<file path="src/rtl/sample_tick_gen.sv">
// sample_tick_gen: programmable-divisor sample tick with rotating sample index and one-hot channel select.
// Latency: all outputs registered; tick/index/frame_wrap change on the terminal edge, div_ack on the edge a divisor lands.
// Backpressure: none; en stalls counting. Optional macro SAMPLE_SYNC_EN adds sync_in frame re-alignment.
module sample_tick_gen #(
    parameter int CNT_W       = 26,
    parameter int DIV_DEFAULT = 50000,
    parameter int SEL_W       = 2,
    parameter int NCH         = 4
) (
    input  logic             clk,
    input  logic             rst_m,
    input  logic             en,
    input  logic [CNT_W-1:0] div_in,
    input  logic             div_load,
`ifdef SAMPLE_SYNC_EN
    input  logic             sync_in,
`endif
    output logic             div_ack,
    output logic             tick,
    output logic [SEL_W-1:0] sample_idx,
    output logic [NCH-1:0]   chan_sel,
    output logic             frame_wrap
);

    localparam logic [NCH-1:0] SEL_ONE = NCH'(1);

    logic [CNT_W-1:0] cnt_q, cnt_d;
    logic [CNT_W-1:0] div_q, div_d;
    logic [CNT_W-1:0] pend_val_q, pend_val_d;
    logic             pend_q, pend_d;
    logic [SEL_W-1:0] idx_q, idx_d;
    logic [NCH-1:0]   sel_q, sel_d;
    logic             tick_q, tick_d;
    logic             wrap_q, wrap_d;
    logic             ack_q, ack_d;
    logic             terminal;

    assign terminal = en && (cnt_q == div_q);

`ifdef SAMPLE_SYNC_EN
    logic sync_meta_q, sync_q, sync_prev_q;
    logic sync_edge;

    always_ff @(posedge clk or posedge rst_m) begin
        if (rst_m) begin
            sync_meta_q <= 1'b0;
            sync_q      <= 1'b0;
            sync_prev_q <= 1'b0;
        end else begin
            sync_meta_q <= sync_in;
            sync_q      <= sync_meta_q;
            sync_prev_q <= sync_q;
        end
    end

    assign sync_edge = sync_q && !sync_prev_q;
`endif

    always_comb begin
        cnt_d      = cnt_q;
        div_d      = div_q;
        pend_d     = pend_q;
        pend_val_d = pend_val_q;
        idx_d      = idx_q;
        sel_d      = sel_q;
        tick_d     = 1'b0;
        wrap_d     = 1'b0;
        ack_d      = 1'b0;

        if (en) begin
            if (terminal) begin
                cnt_d  = '0;
                idx_d  = idx_q + SEL_W'(1);
                sel_d  = SEL_ONE << idx_d;
                tick_d = 1'b1;
                wrap_d = (idx_q == SEL_W'(NCH - 1));
                // The terminal just taken used the old divisor, so the swap never shortens a period.
                if (pend_q) begin
                    div_d  = pend_val_q;
                    pend_d = 1'b0;
                    ack_d  = 1'b1;
                end
            end else begin
                cnt_d = cnt_q + CNT_W'(1);
            end
        end else if (pend_q) begin
            div_d  = pend_val_q;
            cnt_d  = '0;
            pend_d = 1'b0;
            ack_d  = 1'b1;
        end

        // A load arriving with an application edge becomes the next pending value.
        if (div_load) begin
            pend_val_d = div_in;
            pend_d     = 1'b1;
        end

`ifdef SAMPLE_SYNC_EN
        if (sync_edge) begin
            cnt_d  = '0;
            idx_d  = '0;
            sel_d  = SEL_ONE;
            tick_d = 1'b0;
            wrap_d = 1'b1;
            div_d  = div_q;
            pend_d = pend_q || div_load;
            ack_d  = 1'b0;
        end
`endif
    end

    always_ff @(posedge clk or posedge rst_m) begin
        if (rst_m) begin
            cnt_q      <= '0;
            div_q      <= CNT_W'(DIV_DEFAULT);
            pend_q     <= 1'b0;
            pend_val_q <= '0;
            idx_q      <= '0;
            sel_q      <= SEL_ONE;
            tick_q     <= 1'b0;
            wrap_q     <= 1'b0;
            ack_q      <= 1'b0;
        end else begin
            cnt_q      <= cnt_d;
            div_q      <= div_d;
            pend_q     <= pend_d;
            pend_val_q <= pend_val_d;
            idx_q      <= idx_d;
            sel_q      <= sel_d;
            tick_q     <= tick_d;
            wrap_q     <= wrap_d;
            ack_q      <= ack_d;
        end
    end

    assign div_ack    = ack_q;
    assign tick       = tick_q;
    assign sample_idx = idx_q;
    assign chan_sel   = sel_q;
    assign frame_wrap = wrap_q;

endmodule

</file>
<file path="config.mk">
export PLATFORM = sky130hd
export DESIGN_NAME = sample_tick_gen
export DESIGN_NICKNAME = d
export VERILOG_FILES = /design/src/rtl/sample_tick_gen.sv
export SDC_FILE = /design/constraint.sdc
export NUM_CORES = 1
export LEC_CHECK = 0
export CAP_MARGIN = 10
export CORE_MARGIN = 4
export CORE_UTILIZATION = 27
export CTS_BUF_LIST = sky130_fd_sc_hd__clkbuf_4
export DETAILED_ROUTE_END_ITERATION = 16
export GPL_ROUTABILITY_DRIVEN = 0
export PLACE_DENSITY = 0.46
export SLEW_MARGIN = 5
export SYNTH_ARGS = -nofsm -noshare
export SYNTH_HDL_FRONTEND = slang
export SYNTH_SLANG_ARGS = --single-unit
export TNS_END_PERCENT = 30
</file>
<file path="constraint.sdc">
create_clock -name clk -period 7.7 [get_ports clk]
set_clock_uncertainty 0.15 [all_clocks]
set_input_delay 1.54 -clock clk [delete_from_list [all_inputs] [get_ports clk]]
set_output_delay 1.54 -clock clk [all_outputs]
set_load 0.02 [all_outputs]
</file>
==> results.md <==
- The run finished with clean final reports.
- The routed layout has roughly 2600 vias.
- dfrtp_1 takes more of the synthesized area than any other cell.
- At the pin with the least slew margin, the transition time is ~1100 ps.
- After detailed placement, the total cell area comes to approximately 0.0047 mm².
- After detailed routing, the average wire length per cell comes to roughly 15 µm.
- The area enclosed by the die boundary is roughly 0.018 mm².
- The met1 wire length is between 4 and 5 mm.
- The number of slew-limit violations in the final report was 0.
- In this run the horizontal extent of the chip is approximately 130 µm.
- The number of buffers and inverters on the critical path is 1.
- TritonCTS built the clock tree.
- The final hold violation count is 0.
- The number of setup violations in the final report is 0.
- The number of buffers added to fix hold violations after cts is 0.
- The sort of element at the end of the critical path is an output port.
- The layout cell share with drive strength beyond 1 is a little under a quarter.
- The synthesized area divided by synthesized cell count is 12.5 µm².
- The count of warnings emitted by yosys is 0.
- The path class of the tightest hold or removal check is reg -> reg.
- The buffer depth of the longest clock path is 2.
- The critical path is of the reg -> out type.
- The most used flip-flop cell after synthesis is dfrtp_1.
- The number of maximum-capacitance violations is 0.
- The area added between synthesis and finish is 16.3%.
- CTS placed an instance of clkbuf_4 at the clock tree root.
- Summed over all layers, the global routing overflow is 0.
- The later pin in the worst-skew pair is clocked with a latency of roughly 450 ps.
- The count of boundary I/O pins is 39.
- The initial DRC count is 85.
- The number of distinct library cells after synthesis is approximately 40.
- The clock tree synthesis step divided the H-tree into 3 levels.
- After legalization and detailed placement, the total HPWL measured around 6 mm.
- The via count of the first global-routing pass was 2693.
- The number of nets produced by synthesis is 370.
- Of all flip-flops after synthesis, the portion carrying an async set or reset was between 90% and 100%.
- The flop and latch count out of synthesis is around 90.
- The effective utilization at floorplan is 27.5%.
- The arrival time at the worst endpoint is 1590 ps.
- For this run, the register share of the synthesized area comes to between 50% and 60%.
- The length of routed met2 wiring is 4.00 mm.
- Of the available clock period, the critical path in the final layout requires a little over two fifths.
- Derived from the worst setup path, the maximum achievable clock frequency is between 300 and 400 MHz.
- In the routed design, unresolved DRC markers number 0.
- The worst-case IR drop observed on VDD is around 0.09 mV.
- The first detailed-routing pass ran for 4 iterations.
- After clock tree synthesis, the repair step resized 0 gates.
- The count of nets left with antenna violations after detail routing is 0.
- The share of the synthesized area in the top cell type is ~48%.
- The critical path goes through clkdlybuf4s50_1.
- Row generation in the floorplan step produced 45 rows.
- Clock tree synthesis inserted a total of 9 buffers.
- The largest net degree at the start of global routing is approximately 50.
- The first global-routing pass estimated approximately 14 mm of wire.
- The cell area that synthesis handed to floorplanning was approximately 0.0042 mm².
- Measured against its own limit, the worst slew margin works out to ~24%.
- The count of buffers added by post-CTS timing repair for setup is 0.
- The clock slew at the register clock pins of the worst setup and hold paths is 130 ps.
- The finished cells cover just under 0.005 mm².
- The die extent in y is approximately 130 µm.
- The top routing layer in use is met4.
- The post-route minimum period is 3280 ps.
- The leakage power total is around 2.1 nW.
- After detailed routing, the number of vias per cell comes to 4.65.
- The initial antenna violation count came to 1.
- Ranked by total cell area, the synthesized netlist is headed by dfrtp_1, mux2_2, mux2_4.
- The core region is 0.0152 mm².
- The total negative slack is 0 ps.
- The maximum fanout along the worst path is 2.
- The library cell contributing the largest single delay on the critical path is clkdlybuf4s50_1.
- The power density normalized to cell area is a little under 200 mW/mm².
- In this run the tool buffered the top-level ports with 38 buffer cells.
- In this design, the largest share of critical-path delay is due to buffers and inverters.
- Counting flops with a built-in enable in the synthesized netlist gives 0.
- Global routing consumed, over all layers together, between 10% and 20% of the routing resources.
- The final layout contains routed wiring with a total length of 8.55 mm.
- Across all hold checks on the routed design, the worst slack comes to ~370 ps.
- The count of mapped cells out of synthesis is around 330.
- The post-layout net count is 409.
- After detailed routing, the met3 layer carries about 180 µm of wire.
- For the worst setup path, the data required time is between 6000 and 7000 ps.
- Setup repair after global routing left no endpoint under its margin.
- The clock net sink count is 88.
- The critical path startpoint category is a flip-flop.
- For this run, the slowest stage of the critical path takes about 590 ps.
[metal layers]
metal  vias to the layer above  global-route usage (%)
li1                       1271                       -
met1                      1318                    14.1
met2                        30                    15.1
met3                        16                    1.71
met4                         0                    5.77
met5                         -                       0
[final timing paths]
path	start	end	slack (ps)	cells after the start
min reg2reg	pend_val_q[18]	div_q[18]	370	1
min	pend_val_q[18]	div_q[18]	370	1
max in group asynchronous	rst_m	cnt_q[6]	4980	3
max	chan_sel[0]	chan_sel[0]	4420	1
min in group asynchronous	rst_m	pend_val_q[13]	1340	2
max reg2reg	cnt_q[10]	div_q[12]	4600	7
[worst reg2reg max path: cells and delay by family, from the launching register on]
family	cells	cell delay, ps
AO/OA/AOI/OAI	1	300
AND/OR/NAND/NOR	3	1060
XOR/XNOR	1	200
buffers and inverters	1	400
multiplexers	1	380
flip-flops	1	500
[sequential cells by signal (all words and copies together), names as in the netlist]
name,cells
frame_wrap,1
tick,1
chan_sel,4
div_q,26
pend_q,1
sample_idx,2
div_ack,1
cnt_q,26
pend_val_q,26
[cell usage in the layout (no fill, tap or decap), types with 8 or more instances in the layout]
master and count:
mux2_2 38, clkdlybuf4s50_1 38, xor2_1 23, dfrtp_1 81
nand2_1 22, clkbuf_4 10, and3_1 8, o21ai_0 12
mux2_4 19, nor2_1 17, a22o_1 10, nand4_1 11
[through the flow]
stage          std cells  util [%]  total power (W)  worst slack (ps)
5_1_grt              567      32.0         0.000994              4350
2_1_floorplan        334         -         0.000649              3740
4_1_cts              566      32.0         0.000964              4370
3_5_place_dp         550      31.1         0.000698              3960
3_3_place_gp         550      31.1         0.000694              4000
6_report             567      32.0         0.000945              4420
[logic make-up after synthesis]
kind of cell,share of synthesized area [%]
AOI/OAI and AO/OA,7.24
xor gates and xnor gates,6.28
adders and majority gates,1.80
buffers and inverters,2.87
DFF,52.9
muxes,17.1
and+or+nand+nor,11.9
[synthesized netlist by cell type, types with 4 or more instances]
| library cell | n |
|---|---|
| o21ai_0 | 12 |
| dfstp_2 | 7 |
| and3_1 | 8 |
| a22o_1 | 10 |
| nand2_1 | 22 |
| mux2_4 | 19 |
| ha_1 | 6 |
| dfrtp_1 | 81 |
| nor4_1 | 4 |
| clkbuf_1 | 8 |
| nor2_1 | 17 |
| inv_1 | 5 |
| nor2b_1 | 5 |
| mux2_2 | 38 |
| nand3_1 | 6 |
| xnor2_1 | 7 |
| nor3_1 | 7 |
| xor2_1 | 23 |
| nand4_1 | 11 |
[power breakdown]
group	total, W	internal, W	switching (W)
Clock	0.000261	0.000101	0.000160
Sequential	0.000548	0.000512	0.0000363
Combinational	0.000136	0.0000817	0.0000545
[area by class of cell]
cell class	count	area [µm²]
multi-input cells	227	1850
inverters	5	20.0
clock buffers	10	75.1
diodes	1	2.50
well taps	188	235
fillers	1567	10300
flip-flops and latches	88	2210
clock inverters	6	60.1
repair buffers	42	410
No activity file was read; power rests on OpenSTA's default activity.
